**config.mk**
```make
export PLATFORM = sky130hd
export DESIGN_NAME = reg_dep_scoreboard_flat
export DESIGN_NICKNAME = d
export VERILOG_FILES = /design/src/rtl/reg_dep_scoreboard_pkg.sv /design/src/rtl/reg_dep_scoreboard_if.sv /design/src/rtl/reg_dep_lookup.sv /design/src/rtl/reg_dep_scoreboard.sv /design/src/flat_wrapper.sv
export SDC_FILE = /design/constraint.sdc
export NUM_CORES = 1
export LEC_CHECK = 0
export CORE_ASPECT_RATIO = 0.6
export CORE_UTILIZATION = 45
export CTS_BUF_LIST = sky130_fd_sc_hd__clkbuf_2 sky130_fd_sc_hd__clkbuf_4 sky130_fd_sc_hd__clkbuf_8
export DETAILED_ROUTE_END_ITERATION = 12
export HOLD_SLACK_MARGIN = 0.08
export PLACE_DENSITY = 0.75
export REMOVE_ABC_BUFFERS = 1
export SYNTH_ARGS = -nofsm -noshare
export SYNTH_HDL_FRONTEND = slang
export SYNTH_SLANG_ARGS = --single-unit
export TNS_END_PERCENT = 1
```
**constraint.sdc**
```tcl
create_clock -name clk_in -period 7.4 [get_ports clk_in]
set_clock_uncertainty 0.2 [all_clocks]
set_input_delay 1.11 -clock clk_in [delete_from_list [all_inputs] [get_ports clk_in]]
set_output_delay 1.11 -clock clk_in [all_outputs]
set_load 0.01 [all_outputs]
```
**src/rtl/reg_dep_scoreboard_pkg.sv**
```systemverilog
// rtl/reg_dep_scoreboard_pkg.sv - shared constants and types for the register dependency scoreboard
package reg_dep_scoreboard_pkg;
    localparam int ROB_WIDTH_BIT = 3;
    localparam int REG_ID_WIDTH  = 5;
    localparam int NUM_REGS      = 32;

    typedef logic [ROB_WIDTH_BIT-1:0] rob_tag_t;
    typedef logic [REG_ID_WIDTH-1:0]  reg_id_t;
endpackage

```
**src/rtl/reg_dep_scoreboard_if.sv**
```systemverilog
// rtl/reg_dep_scoreboard_if.sv - issue/commit/flush, operand lookup and regfile write-port bundle
interface reg_dep_scoreboard_if;
    import reg_dep_scoreboard_pkg::*;

    logic        iss_valid;
    reg_id_t     iss_rd;
    rob_tag_t    iss_tag;
    logic        cmt_valid;
    reg_id_t     cmt_rd;
    rob_tag_t    cmt_tag;
    logic [31:0] cmt_val;
    logic        flush_in;
    reg_id_t     q_id1;
    reg_id_t     q_id2;
    logic        q_has_dep1;
    logic        q_has_dep2;
    rob_tag_t    q_dep1;
    rob_tag_t    q_dep2;
    logic        q_fwd1;
    logic        q_fwd2;
    logic [31:0] q_fwdval1;
    logic [31:0] q_fwdval2;
    reg_id_t     set_reg_id;
    logic [31:0] set_val;

    modport master (
        output iss_valid, iss_rd, iss_tag, cmt_valid, cmt_rd, cmt_tag, cmt_val,
               flush_in, q_id1, q_id2,
        input  q_has_dep1, q_has_dep2, q_dep1, q_dep2, q_fwd1, q_fwd2,
               q_fwdval1, q_fwdval2, set_reg_id, set_val
    );

    modport slave (
        input  iss_valid, iss_rd, iss_tag, cmt_valid, cmt_rd, cmt_tag, cmt_val,
               flush_in, q_id1, q_id2,
        output q_has_dep1, q_has_dep2, q_dep1, q_dep2, q_fwd1, q_fwd2,
               q_fwdval1, q_fwdval2, set_reg_id, set_val
    );
endinterface

```
**src/rtl/reg_dep_lookup.sv**
```systemverilog
// rtl/reg_dep_lookup.sv - one operand lookup port with commit and pending-write forwarding
module reg_dep_lookup
    import reg_dep_scoreboard_pkg::*;
(
    input  reg_id_t     q_id,
    input  logic        entry_busy,
    input  rob_tag_t    entry_dep,
    input  logic        cmt_valid,
    input  reg_id_t     cmt_rd,
    input  rob_tag_t    cmt_tag,
    input  logic [31:0] cmt_val,
    input  reg_id_t     set_reg_id,
    input  logic [31:0] set_val,
    output logic        has_dep,
    output rob_tag_t    dep,
    output logic        fwd,
    output logic [31:0] fwdval
);
    always_comb begin
        has_dep = entry_busy;
        dep     = entry_dep;
        fwd     = 1'b0;
        fwdval  = 32'd0;
        if (q_id == '0) begin
            has_dep = 1'b0;
            dep     = '0;
        end else if (cmt_valid && cmt_rd == q_id && entry_busy && entry_dep == cmt_tag) begin
            has_dep = 1'b0;
            fwd     = 1'b1;
            fwdval  = cmt_val;
        end else if (set_reg_id == q_id && !entry_busy) begin
            // last cycle's commit has not reached the register file yet
            fwd    = 1'b1;
            fwdval = set_val;
        end
    end
endmodule

```
**src/rtl/reg_dep_scoreboard.sv**
```systemverilog
// rtl/reg_dep_scoreboard.sv - register busy/tag table and regfile write port; SCOREBOARD_STATS_EN adds event counters
module reg_dep_scoreboard
    import reg_dep_scoreboard_pkg::*;
(
    input  logic               clk_in,
    input  logic               rst_in,
    input  logic               rdy_in,
    reg_dep_scoreboard_if.slave sb
`ifdef SCOREBOARD_STATS_EN
    ,
    output logic [31:0]        stat_issue,
    output logic [31:0]        stat_commit,
    output logic [31:0]        stat_stale,
    output logic [31:0]        stat_flush
`endif
);
    logic [NUM_REGS-1:0] busy;
    rob_tag_t            dep [NUM_REGS];
    logic                cmt_live;
    logic                cmt_match;
    logic                iss_accept;

    // a paused commit is not applied, so it must not be forwarded either
    assign cmt_live   = sb.cmt_valid && rdy_in;
    assign cmt_match  = sb.cmt_valid && busy[sb.cmt_rd] && dep[sb.cmt_rd] == sb.cmt_tag;
    assign iss_accept = sb.iss_valid && sb.iss_rd != '0 && !sb.flush_in;

    always_ff @(posedge clk_in or negedge rst_in) begin
        if (!rst_in) begin
            busy          <= '0;
            for (int i = 0; i < NUM_REGS; i++) dep[i] <= '0;
            sb.set_reg_id <= '0;
            sb.set_val    <= 32'd0;
        end else if (rdy_in) begin
            if (sb.cmt_valid && sb.cmt_rd != '0) begin
                sb.set_reg_id <= sb.cmt_rd;
                sb.set_val    <= sb.cmt_val;
            end else begin
                sb.set_reg_id <= '0;
            end
            for (int i = 1; i < NUM_REGS; i++) begin
                if (sb.flush_in) begin
                    busy[i] <= 1'b0;
                end else if (iss_accept && sb.iss_rd == reg_id_t'(i)) begin
                    busy[i] <= 1'b1;
                    dep[i]  <= sb.iss_tag;
                end else if (cmt_match && sb.cmt_rd == reg_id_t'(i)) begin
                    busy[i] <= 1'b0;
                end
            end
        end
    end

    reg_dep_lookup u_lookup1 (
        .q_id       (sb.q_id1),
        .entry_busy (busy[sb.q_id1]),
        .entry_dep  (dep[sb.q_id1]),
        .cmt_valid  (cmt_live),
        .cmt_rd     (sb.cmt_rd),
        .cmt_tag    (sb.cmt_tag),
        .cmt_val    (sb.cmt_val),
        .set_reg_id (sb.set_reg_id),
        .set_val    (sb.set_val),
        .has_dep    (sb.q_has_dep1),
        .dep        (sb.q_dep1),
        .fwd        (sb.q_fwd1),
        .fwdval     (sb.q_fwdval1)
    );

    reg_dep_lookup u_lookup2 (
        .q_id       (sb.q_id2),
        .entry_busy (busy[sb.q_id2]),
        .entry_dep  (dep[sb.q_id2]),
        .cmt_valid  (cmt_live),
        .cmt_rd     (sb.cmt_rd),
        .cmt_tag    (sb.cmt_tag),
        .cmt_val    (sb.cmt_val),
        .set_reg_id (sb.set_reg_id),
        .set_val    (sb.set_val),
        .has_dep    (sb.q_has_dep2),
        .dep        (sb.q_dep2),
        .fwd        (sb.q_fwd2),
        .fwdval     (sb.q_fwdval2)
    );

`ifdef SCOREBOARD_STATS_EN
    always_ff @(posedge clk_in or negedge rst_in) begin
        if (!rst_in) begin
            stat_issue  <= 32'd0;
            stat_commit <= 32'd0;
            stat_stale  <= 32'd0;
            stat_flush  <= 32'd0;
        end else if (rdy_in) begin
            if (iss_accept && stat_issue != '1) stat_issue <= stat_issue + 32'd1;
            if (sb.cmt_valid && stat_commit != '1) stat_commit <= stat_commit + 32'd1;
            if (sb.cmt_valid && sb.cmt_rd != '0 && !cmt_match && stat_stale != '1)
                stat_stale <= stat_stale + 32'd1;
            if (sb.flush_in && stat_flush != '1) stat_flush <= stat_flush + 32'd1;
        end
    end
`endif
endmodule

```
**src/flat_wrapper.sv**
```systemverilog
// flat-port wrapper written by rule: the top's interface ports become plain ports
module reg_dep_scoreboard_flat import reg_dep_scoreboard_pkg::*;
  (clk_in, rst_in, rdy_in, sb_iss_valid, sb_iss_rd, sb_iss_tag, sb_cmt_valid, sb_cmt_rd, sb_cmt_tag, sb_cmt_val, sb_flush_in, sb_q_id1, sb_q_id2, sb_q_has_dep1, sb_q_has_dep2, sb_q_dep1, sb_q_dep2, sb_q_fwd1, sb_q_fwd2, sb_q_fwdval1, sb_q_fwdval2, sb_set_reg_id, sb_set_val);
  reg_dep_scoreboard_if sb_i ();
  input  logic clk_in;
  input  logic rst_in;
  input  logic rdy_in;
  input wire logic [$bits(sb_i.iss_valid)-1:0] sb_iss_valid;
  input wire logic [$bits(sb_i.iss_rd)-1:0] sb_iss_rd;
  input wire logic [$bits(sb_i.iss_tag)-1:0] sb_iss_tag;
  input wire logic [$bits(sb_i.cmt_valid)-1:0] sb_cmt_valid;
  input wire logic [$bits(sb_i.cmt_rd)-1:0] sb_cmt_rd;
  input wire logic [$bits(sb_i.cmt_tag)-1:0] sb_cmt_tag;
  input wire logic [$bits(sb_i.cmt_val)-1:0] sb_cmt_val;
  input wire logic [$bits(sb_i.flush_in)-1:0] sb_flush_in;
  input wire logic [$bits(sb_i.q_id1)-1:0] sb_q_id1;
  input wire logic [$bits(sb_i.q_id2)-1:0] sb_q_id2;
  output wire logic [$bits(sb_i.q_has_dep1)-1:0] sb_q_has_dep1;
  output wire logic [$bits(sb_i.q_has_dep2)-1:0] sb_q_has_dep2;
  output wire logic [$bits(sb_i.q_dep1)-1:0] sb_q_dep1;
  output wire logic [$bits(sb_i.q_dep2)-1:0] sb_q_dep2;
  output wire logic [$bits(sb_i.q_fwd1)-1:0] sb_q_fwd1;
  output wire logic [$bits(sb_i.q_fwd2)-1:0] sb_q_fwd2;
  output wire logic [$bits(sb_i.q_fwdval1)-1:0] sb_q_fwdval1;
  output wire logic [$bits(sb_i.q_fwdval2)-1:0] sb_q_fwdval2;
  output wire logic [$bits(sb_i.set_reg_id)-1:0] sb_set_reg_id;
  output wire logic [$bits(sb_i.set_val)-1:0] sb_set_val;
  assign sb_i.iss_valid = sb_iss_valid;
  assign sb_i.iss_rd = sb_iss_rd;
  assign sb_i.iss_tag = sb_iss_tag;
  assign sb_i.cmt_valid = sb_cmt_valid;
  assign sb_i.cmt_rd = sb_cmt_rd;
  assign sb_i.cmt_tag = sb_cmt_tag;
  assign sb_i.cmt_val = sb_cmt_val;
  assign sb_i.flush_in = sb_flush_in;
  assign sb_i.q_id1 = sb_q_id1;
  assign sb_i.q_id2 = sb_q_id2;
  assign sb_q_has_dep1 = sb_i.q_has_dep1;
  assign sb_q_has_dep2 = sb_i.q_has_dep2;
  assign sb_q_dep1 = sb_i.q_dep1;
  assign sb_q_dep2 = sb_i.q_dep2;
  assign sb_q_fwd1 = sb_i.q_fwd1;
  assign sb_q_fwd2 = sb_i.q_fwd2;
  assign sb_q_fwdval1 = sb_i.q_fwdval1;
  assign sb_q_fwdval2 = sb_i.q_fwdval2;
  assign sb_set_reg_id = sb_i.set_reg_id;
  assign sb_set_val = sb_i.set_val;
  reg_dep_scoreboard u_core (.clk_in(clk_in), .rst_in(rst_in), .rdy_in(rdy_in), .sb(sb_i));
endmodule
```
==> out/qor.txt <==
Startpoint Class: input pin
wire per inst: 28.1 um
IO Count: 175
Final Hold Violating Endpoints: 0
Post-Synth XOR/XNOR Area: 2.09%
WP buf/inv: 3
die height: 123 um
Net Sw Frac: 29.6%
Required @ worst endpoint: 6090 ps
GR Util All Layers: 32.2%
power share of the clock group: 32.9%
RD Place Congestion: 1.04
DR vias/cell: 6.65
number of global-route vias before repair: 8,902
TNS Setup: 0 ps
Crit path max-delay family: buffers and inverters
min Tclk post-route: 6660 ps
Internal: 1650 uW
TritonCTS buffer count: 17
DP HPWL: 29.0 mm
Diodes inserted: 0
status: completed
drt drc: 0
CTS tree: built
Most Frequent Cell on Critical Path: clkdlybuf4s50_1
DR iter-0 viols: 1,170
mapped cell area: 10,900 um2
largest net degree at the start of global routing: 86
worst setup path category: in2out
setup violators final: 0
# clock sinks: 161
multiplexer area fraction after synthesis: 32.2%
Arr. time, crit path: 5350 ps
P per Cell Area: 176 nW/um2
net switching power figure: 694 uW
final worst setup slack: 738 ps
clk root buf: clkbuf_8
Hold Path Class: reg2reg
Post-Synthesis Mean Instance Area: 11.7 um2
Post-synth EDFFs: 0
Combinational Power Share: 22.6%
nature of the critical path endpoint: output port
area share of fa/ha/maj cells after synthesis: 0%
final slew viol count: 0
RSZ-0062 raised after global routing: no
complex-gate fraction of the synthesized area: 14.0%
Fin Hold WS: 365 ps
Lkg Pwr: 0.00559 uW
sequential share of power: 44.6%
Area Overhead vs Synth: 22.1%
cells along the critical path: clkdlybuf4s50_1 -> buf_4 -> mux4_2 -> mux2i_1 -> o2bb2ai_1 -> a21oi_1 -> xor2_1 -> and4_1 -> a22o_1 -> clkdlybuf4s50_1
register area: 4030 um2
first drt pass iteration count: 6
Synth Warn #: 4
Total Wirelength: 39.4 mm
Filler cells: 1,997
row count: 43
power after layout: 2340 uW
global-route wire length before repair: 58.4 mm
Max Cap Viol: 0
# Post-CTS Setup Buffers: 0
share of cells above drive strength 1: 27.8%
width of the die: 203 um
CP peak stage delay: 1050 ps
nets@finish: 1,140
gr ovfl total: 0
CTS Buffer Depth: 2
largest family of logic cells by synthesized area: multiplexers
flops & latches, synth: 161
H-tree levels: 4
# resized after CTS: 0
most frequent cells in the layout: clkdlybuf4s50_1 (168), dfrtp_1 (161), mux2_2 (136), mux4_2 (67), a22o_1 (49)
worst-path fanout max: 33
pre-CTS worst setup slack: 806 ps
Slew @ Worst Pin: 1250 ps
VDD IR-drop max: 0.123 mV
Skew-Pair Late Insertion Delay: 490 ps
port bufs: 174
Core ar.: 23,500 um2
fmax: 0.150 GHz
Worst path slowest cell: and4_1
Multi-input gate area: 6390 um2
commonest non-fill, non-tap cell in the layout: clkdlybuf4s50_1
total die area: 24,900 um2
Clock transition at path regs: 90 ps
ys flop type: dfrtp_1
share of flip-flops with an asynchronous set or reset: 100%
Yosys cell types: 73
Period Utilization, post-route: 90.0%
simple logic cell fraction of the synthesized area: 10.1%
Vias: 9,333
Gate Count Post-Synth: 935
antenna viol nets, final: 0
number of antenna violations at the first check in global routing: 0
Max transition margin: 16.4%
hold buffers post-CTS: 0
post-synthesis sequential area ratio: 36.9%
Initial Utilization: 46.5%
[flip-flops by register name (all words and copies together), names as in the netlist]
name	flops
u_core.sb.set_reg_id	5
u_core.dep	93
u_core.sb.set_val	32
u_core.busy	31
[path summary, 6_finish.rpt]
path	from	end	slack [ps]	cells after the start
max in group asynchronous	rst_in	u_core.dep[22]	5030	2
min in group asynchronous	rst_in	u_core.busy[2]	460	1
min reg2reg	u_core.dep[45]	u_core.dep[45]	370	1
max reg2reg	u_core.dep[72]	u_core.busy[27]	3620	8
max	sb_q_id1[0]	sb_q_fwdval1[11]	740	10
min	u_core.dep[45]	u_core.dep[45]	370	1
[layer usage]
layer  track usage (%)  part of all wire [%]
met2              43.8                    41
met5              2.38                     0
met3              13.1                    15
met1              47.0                    43
met4              7.19                   1.5
[logic make-up (layout without fill, tap and decap cells)]
group | Yosys count | count (layout)
muxes | 250 | 250
and+or+nand+nor | 203 | 203
AOI/OAI and AO/OA | 195 | 195
DFF | 161 | 161
buffers and inverters | 100 | 253
xor gates and xnor gates | 26 | 26
[layout make-up]
| cell class | instances | area share [%] |
|---|---|---|
| inverters | 15 | 0.423 |
| clock inverters | 10 | 1.36 |
| well taps | 315 | 2.96 |
| clock buffers | 21 | 2.08 |
| multi-input cells | 674 | 48.0 |
| flip-flops and latches | 161 | 30.3 |
| repair buffers | 207 | 15.0 |
[metrics by stage]
step,instances,util [%],area (um2)
after floorplan,850,-,10500
after global placement,1372,54.8,12900
after detailed placement,1372,54.8,12900
after CTS,1403,56.8,13300
after global routing,1403,56.8,13300
final,1403,56.8,13300
[worst reg2reg max path: stages (launching register included)]
cell       delay [ps]
dfrtp_1           430
mux4_2            500
and2_1            170
a2111oi_1         720
nor4_1            140
or4b_4            550
nor3_4            390
buf_4             360
a31oi_1           150
[synthesized netlist by cell type (5+ instances only)]
library cell  instances  share of area (%)
a31oi_1              23                1.3
nand2_1              44                1.5
a32o_2               13                1.3
xnor2_1              12               0.96
buf_4                 5               0.34
nor2b_1              27                1.5
a22o_1               49                3.9
o21ai_0               6               0.28
mux2i_1              45                4.1
a21oi_1              27                1.2
dfrtp_1             161                 37
mux4_2               67                 14
buf_2                20               0.92
clkbuf_1             46                1.6
a22oi_1              21                1.4
nor3_1                7               0.32
a32o_1                8               0.73
nand2b_1              5               0.29
inv_1                14               0.48
buf_6                 9               0.93
mux2_2              136                 14
nor2_1               43                1.5
nand3_1              21               0.96
and2_1                9               0.52
nand4_1               8               0.46
xor2_1               14                1.1
[power groups by stage]
stage / Sequential (uW) / Clock, uW / Combinational [uW]
after floorplan: 1040 / 0 / 234
after global placement: 1050 / 0 / 514
after detailed placement: 1060 / 0 / 520
after CTS: 1040 / 784 / 521
after global routing: 1050 / 816 / 558
final: 1040 / 770 / 528
Note: power is estimated with default switching activity, not from simulation.
